## config.mk

```make
export PLATFORM = sky130hd
export DESIGN_NAME = regfile_sequencer
export DESIGN_NICKNAME = d
export VERILOG_FILES = /design/src/rtl/regfile_sequencer.sv
export SDC_FILE = /design/constraint.sdc
export NUM_CORES = 1
export LEC_CHECK = 0
export ABC_AREA = 1
export CAP_MARGIN = 10
export CORE_MARGIN = 2
export CORE_UTILIZATION = 54
export DETAILED_ROUTE_END_ITERATION = 16
export HOLD_SLACK_MARGIN = 0.1
export PLACE_DENSITY_LB_ADDON = 0.2
export SYNTH_ARGS = -nofsm -noshare
export SYNTH_HDL_FRONTEND = slang
export SYNTH_SLANG_ARGS = --single-unit
```

## constraint.sdc

```tcl
create_clock -name clk -period 6 [get_ports clk]
set_clock_uncertainty 0.2 [all_clocks]
set_input_delay 0.9 -clock clk [delete_from_list [all_inputs] [get_ports clk]]
set_output_delay 0.9 -clock clk [all_outputs]
set_load 0.05 [all_outputs]
```

## src/rtl/regfile_sequencer.sv

```systemverilog
// regfile_sequencer: queues up to two instructions, then reads operands from an
// external register file, runs them through an external ALU and writes back.
//
// state | meaning
// IDLE  | no instruction in flight; pops the queue head when one is available
// READ  | rd1/rd2 presented; operands captured into alu_a/alu_b at end of cycle
// EXEC  | operands and opcode presented to the ALU; result captured at end
// WRITE | write strobe, write address and data valid; done pulses; flags on exit
module regfile_sequencer (
  input  logic       clk,
  input  logic       reset,
  input  logic       instr_valid,
  output logic       instr_ready,
  input  logic [2:0] instr_op,
  input  logic [1:0] instr_rd,
  input  logic [1:0] instr_rs1,
  input  logic [1:0] instr_rs2,
  input  logic [3:0] instr_imm,
  output logic [1:0] rd1,
  output logic [1:0] rd2,
  input  logic [3:0] data_out1,
  input  logic [3:0] data_out2,
  output logic [1:0] wr,
  output logic       write_enable,
  output logic [3:0] data_in,
  output logic [2:0] alu_op,
  output logic [3:0] alu_a,
  output logic [3:0] alu_b,
  input  logic [3:0] alu_result,
  input  logic       alu_carry,
  output logic       busy,
  output logic       done,
  output logic       carry_flag,
  output logic       zero_flag
);

  localparam logic [2:0] OP_LOADI = 3'b111;

  typedef enum logic [1:0] {IDLE, READ, EXEC, WRITE} state_t;

  typedef struct packed {
    logic [2:0] op;
    logic [1:0] rd;
    logic [1:0] rs1;
    logic [1:0] rs2;
    logic [3:0] imm;
  } instr_t;

  state_t     state;
  instr_t     fifo_mem [2];
  logic       fifo_wp;
  logic       fifo_rp;
  logic [1:0] fifo_cnt;
  instr_t     head;
  instr_t     incoming;
  logic       fifo_full;
  logic       push;
  logic       pop;
  logic [2:0] cur_op;
  logic [1:0] cur_rd;
  logic [3:0] res;
  logic       cy;
  logic       we_q;

  assign incoming    = {instr_op, instr_rd, instr_rs1, instr_rs2, instr_imm};
  assign head        = fifo_mem[fifo_rp];
  assign fifo_full   = (fifo_cnt == 2'd2);
  assign instr_ready = !fifo_full;
  assign push        = instr_valid && !fifo_full;
  // Pop only looks at the registered count, so a same-cycle push is never bypassed.
  assign pop         = ((state == IDLE) || (state == WRITE)) && (fifo_cnt != 2'd0);
  assign busy        = (state != IDLE) || (fifo_cnt != 2'd0);
  // The register file samples the strobe on the same edge reset is seen,
  // so the strobe is gated here to block a write when reset lands in WRITE.
  assign write_enable = we_q && !reset;

  // Queue, sequencing FSM and all registered outputs.
  always_ff @(posedge clk) begin
    if (reset) begin
      state      <= IDLE;
      fifo_wp    <= 1'b0;
      fifo_rp    <= 1'b0;
      fifo_cnt   <= 2'd0;
      cur_op     <= 3'd0;
      cur_rd     <= 2'd0;
      res        <= 4'd0;
      cy         <= 1'b0;
      we_q       <= 1'b0;
      done       <= 1'b0;
      carry_flag <= 1'b0;
      zero_flag  <= 1'b0;
      rd1        <= 2'd0;
      rd2        <= 2'd0;
      wr         <= 2'd0;
      data_in    <= 4'd0;
      alu_op     <= 3'd0;
      alu_a      <= 4'd0;
      alu_b      <= 4'd0;
    end else begin
      we_q <= 1'b0;
      done <= 1'b0;

      if (push) begin
        fifo_mem[fifo_wp] <= incoming;
        fifo_wp           <= ~fifo_wp;
      end
      if (pop) begin
        fifo_rp <= ~fifo_rp;
      end
      fifo_cnt <= fifo_cnt + {1'b0, push} - {1'b0, pop};

      case (state)
        READ: begin
          alu_a  <= data_out1;
          alu_b  <= data_out2;
          alu_op <= cur_op;
          state  <= EXEC;
        end
        EXEC: begin
          res     <= alu_result;
          cy      <= alu_carry;
          data_in <= alu_result;
          wr      <= cur_rd;
          we_q    <= 1'b1;
          done    <= 1'b1;
          state   <= WRITE;
        end
        WRITE: begin
          if (cur_op != OP_LOADI) begin
            carry_flag <= cy;
            zero_flag  <= (res == 4'd0);
          end
          if (!pop) begin
            state <= IDLE;
          end
        end
        default: ;
      endcase

      // Launch the queue head from IDLE or straight out of WRITE.
      if (pop) begin
        cur_op <= head.op;
        cur_rd <= head.rd;
        if (head.op == OP_LOADI) begin
          wr      <= head.rd;
          data_in <= head.imm;
          we_q    <= 1'b1;
          done    <= 1'b1;
          state   <= WRITE;
        end else begin
          rd1   <= head.rs1;
          rd2   <= head.rs2;
          state <= READ;
        end
      end
    end
  end

endmodule
```

==> impl_metrics.py <==
metrics = {
    "clock_tree": {
        "h-tree-depth": 3,
        "cts-hold-fix-buffers": 0,
        "cts_buffer_depth": 2,
        "clkTransAtPathRegs_ns": 0.07,
        "cts_resized": 0,
        "cts_tree": "yes",
        "cts-root-buf": "clkbuf_8",
        "post_cts_buffers": 0,
        "cts_buffers": 9,
        "cts_sinks": 67,
        "insertion_delay_ns": 0.34,
    },
    "floorplan": {
        "core_um2": 4750,
        "die_y_um": 74.3,
        "dieArea_um2": 5520,
        "die_w_um": 74.3,
        "initial_core_util_pct": 56.1,
        "ios": 56,
        "rows": 25,
    },
    "route": {
        "wl_per_cell_um": 11.7,
        "vias": 2023,
        "first_iter_violations": 82,
        "firstDrtPassIters": 4,
        "drc": 0,
        "ant_nets": 0,
        "routed_wirelength_um": 4880,
        "viasPerCell": 4.84,
    },
    "synthesis": {
        "dominantRegCellSynth": "dfxtp_1",
        "async_flop_share_pct": 0,
        "ys_types": 28,
        "synth_seq_cells": 67,
        "synth_nets": 323,
        "synth-edff-count": 26,
        "synthCells": 288,
        "synth_warnings": 0,
        "yosysSeqAreaShare_pct": 60.1,
        "netlist_area_um2": 2670,
        "synth_area_per_cell_um2": 9.26,
    },
    "cells_and_area": {
        "fin_nets": 381,
        "fill_cells": 387,
        "antennaDiodeCount": 0,
        "final_cell_mix": "55 x clkdlybuf4s50_1, 51 x nand2_1, 47 x nor2_1",
        "area_growth_pct": 29.8,
        "layout.cells.non_filler": 418,
        "drive_gt1_share_pct": 9.12,
        "layout_commonest_cell": "clkdlybuf4s50_1",
    },
    "critical_path": {
        "crit_top_cell": "clkdlybuf4s50_1",
        "worstPathArrival_ns": 2.67,
        "crit_family": "buffers and inverters",
        "critPathBufInv": 2,
        "worstSetupPathType": "input port to primary output",
        "path_max_fanout": 18,
        "cp.required_ns": 4.90,
        "slowest_delay_ns": 0.82,
        "path_cells": "clkdlybuf4s50_1 -> nor2_1 -> clkdlybuf4s50_1",
        "crit_slowest_cell": "clkdlybuf4s50_1",
        "start_kind": "input port",
        "endpoint_kind": "primary output",
    },
    "global_route": {
        "grt_pass1_vias": 1888,
        "grt_max_degree": 27,
        "grt_overflow": 0,
        "grt.busiest_layer": "met2",
        "grtUsageTotal_pct": 19.7,
        "use_met2_pct": 33.5,
        "use_met1_pct": 22.9,
        "grt_pass1_wl_um": 8060,
        "met3_usage_pct": 5.15,
        "antenna_found_initial": 0,
    },
    "sta": {
        "worstMarginPinSlew_ns": 1.05,
        "max_freq_mhz": 265,
        "slew_headroom_pct": 29.7,
        "tns_ns": 0,
        "hold_viol": 0,
        "setup_violations": 0,
        "drv_slew": 0,
        "worst_slack_ns": 2.23,
        "rsz0062_at_grt": "false",
        "period_share_pct": 62.8,
        "min_period_ns": 3.77,
    },
    "worst_hold_path": {
        "hold_class": "flop to flop",
    },
    "placement": {
        "io_buffer_count": 55,
        "dp_slack_ns": 2.23,
        "placed_cells": 402,
        "globalplace.congestion": 0.777,
        "hpwl_um": 3500,
    },
    "flow_run": {
        "max_cap_violations": 0,
    },
    "pwr": {
        "ir_drop_v": 0.000254,
        "cellPowerDensity_nw_per_um2": 472,
        "leakagePower_nw": 1.41,
    },
    "run_status": {
        "outcome": "completed",
    },
}
==> power breakdown <==
part	total, mW	internal [mW]	switching [mW]	leakage (nW)
registers	0.628	0.570	0.0578	0.575
logic	0.654	0.221	0.433	0.734
clock network	0.353	0.195	0.158	0.102
total	1.63	0.985	0.649	1.41
==> layer usage <==
layer	up-vias	share of wire, %	wire length (um)
li1	1051	-	-
met1	911	45	2200
met2	49	48	2350
met3	12	4.5	221
met4	0	2.1	103
met5	-	0	0
==> synthesized netlist by cell type, types with 4 or more instances <==
master,number,share of area [%]
inv_1,25,3.5
ha_1,6,2.8
edfxtp_1,26,29
nand3_1,13,2.4
o21ai_0,25,4.7
dfxtp_1,41,31
or2_2,4,0.94
mux2i_1,4,1.5
nor2_1,47,6.6
nand2_1,51,7.2
a21oi_1,17,3.2
nand2_2,4,0.94
clkbuf_1,5,0.70
==> sequential cells by signal, summed over array words and instances (netlist names), 3 cells and up, named ones only <==
signal / cells
alu_a: 4
res: 4
alu_op: 3
fifo_mem: 26
alu_b: 4
data_in: 4
cur_op: 3
==> cell type report <==
type | instances | area (um2) | area share (%)
timing repair buffer | 56 | 558 | 16.1
clock inverter | 3 | 18.8 | 0.542
sequential | 67 | 1600 | 46.3
inverter | 28 | 105 | 3.04
clock buffer | 13 | 179 | 5.17
multi-input combinational | 184 | 916 | 26.5
tap | 67 | 83.8 | 2.42
==> stage by stage <==
stage                     area [um2]  util (%)  total power [mW]  hold slack, ns
after floorplan                 2670         -              1.10           0.225
after global placement          3260      68.7              1.28           0.233
after detailed placement        3260      68.7              1.29           0.244
after CTS                       3460      72.8              1.65           0.249
after global routing            3460      72.8              1.73           0.276
final                           3460      72.8              1.63           0.256
==> worst paths after layout <==
path | end | depth (start not counted) | start | slack (ns)
max | write_enable | 3 | reset | 2.23
min | flop | 1 | fifo_rp | 0.26
max reg2reg | fifo_cnt[1] | 9 | state[0] | 3.60
min reg2reg | flop | 1 | fifo_rp | 0.26
==> cell families (layout without fill, tap and decap cells) <==
kind of cell | count (synthesis) | count (layout) | synth area share (%)
DFF | 67 | 67 | 60.1
xor gates and xnor gates | 2 | 2 | 0.657
and+or+nand+nor | 123 | 123 | 19.4
AOI/OAI and AO/OA | 49 | 49 | 10.0
muxes | 4 | 4 | 1.50
adders and majority gates | 6 | 6 | 2.82
buffers and inverters | 37 | 100 | 5.58
Note: power is estimated with default switching activity, not from simulation.
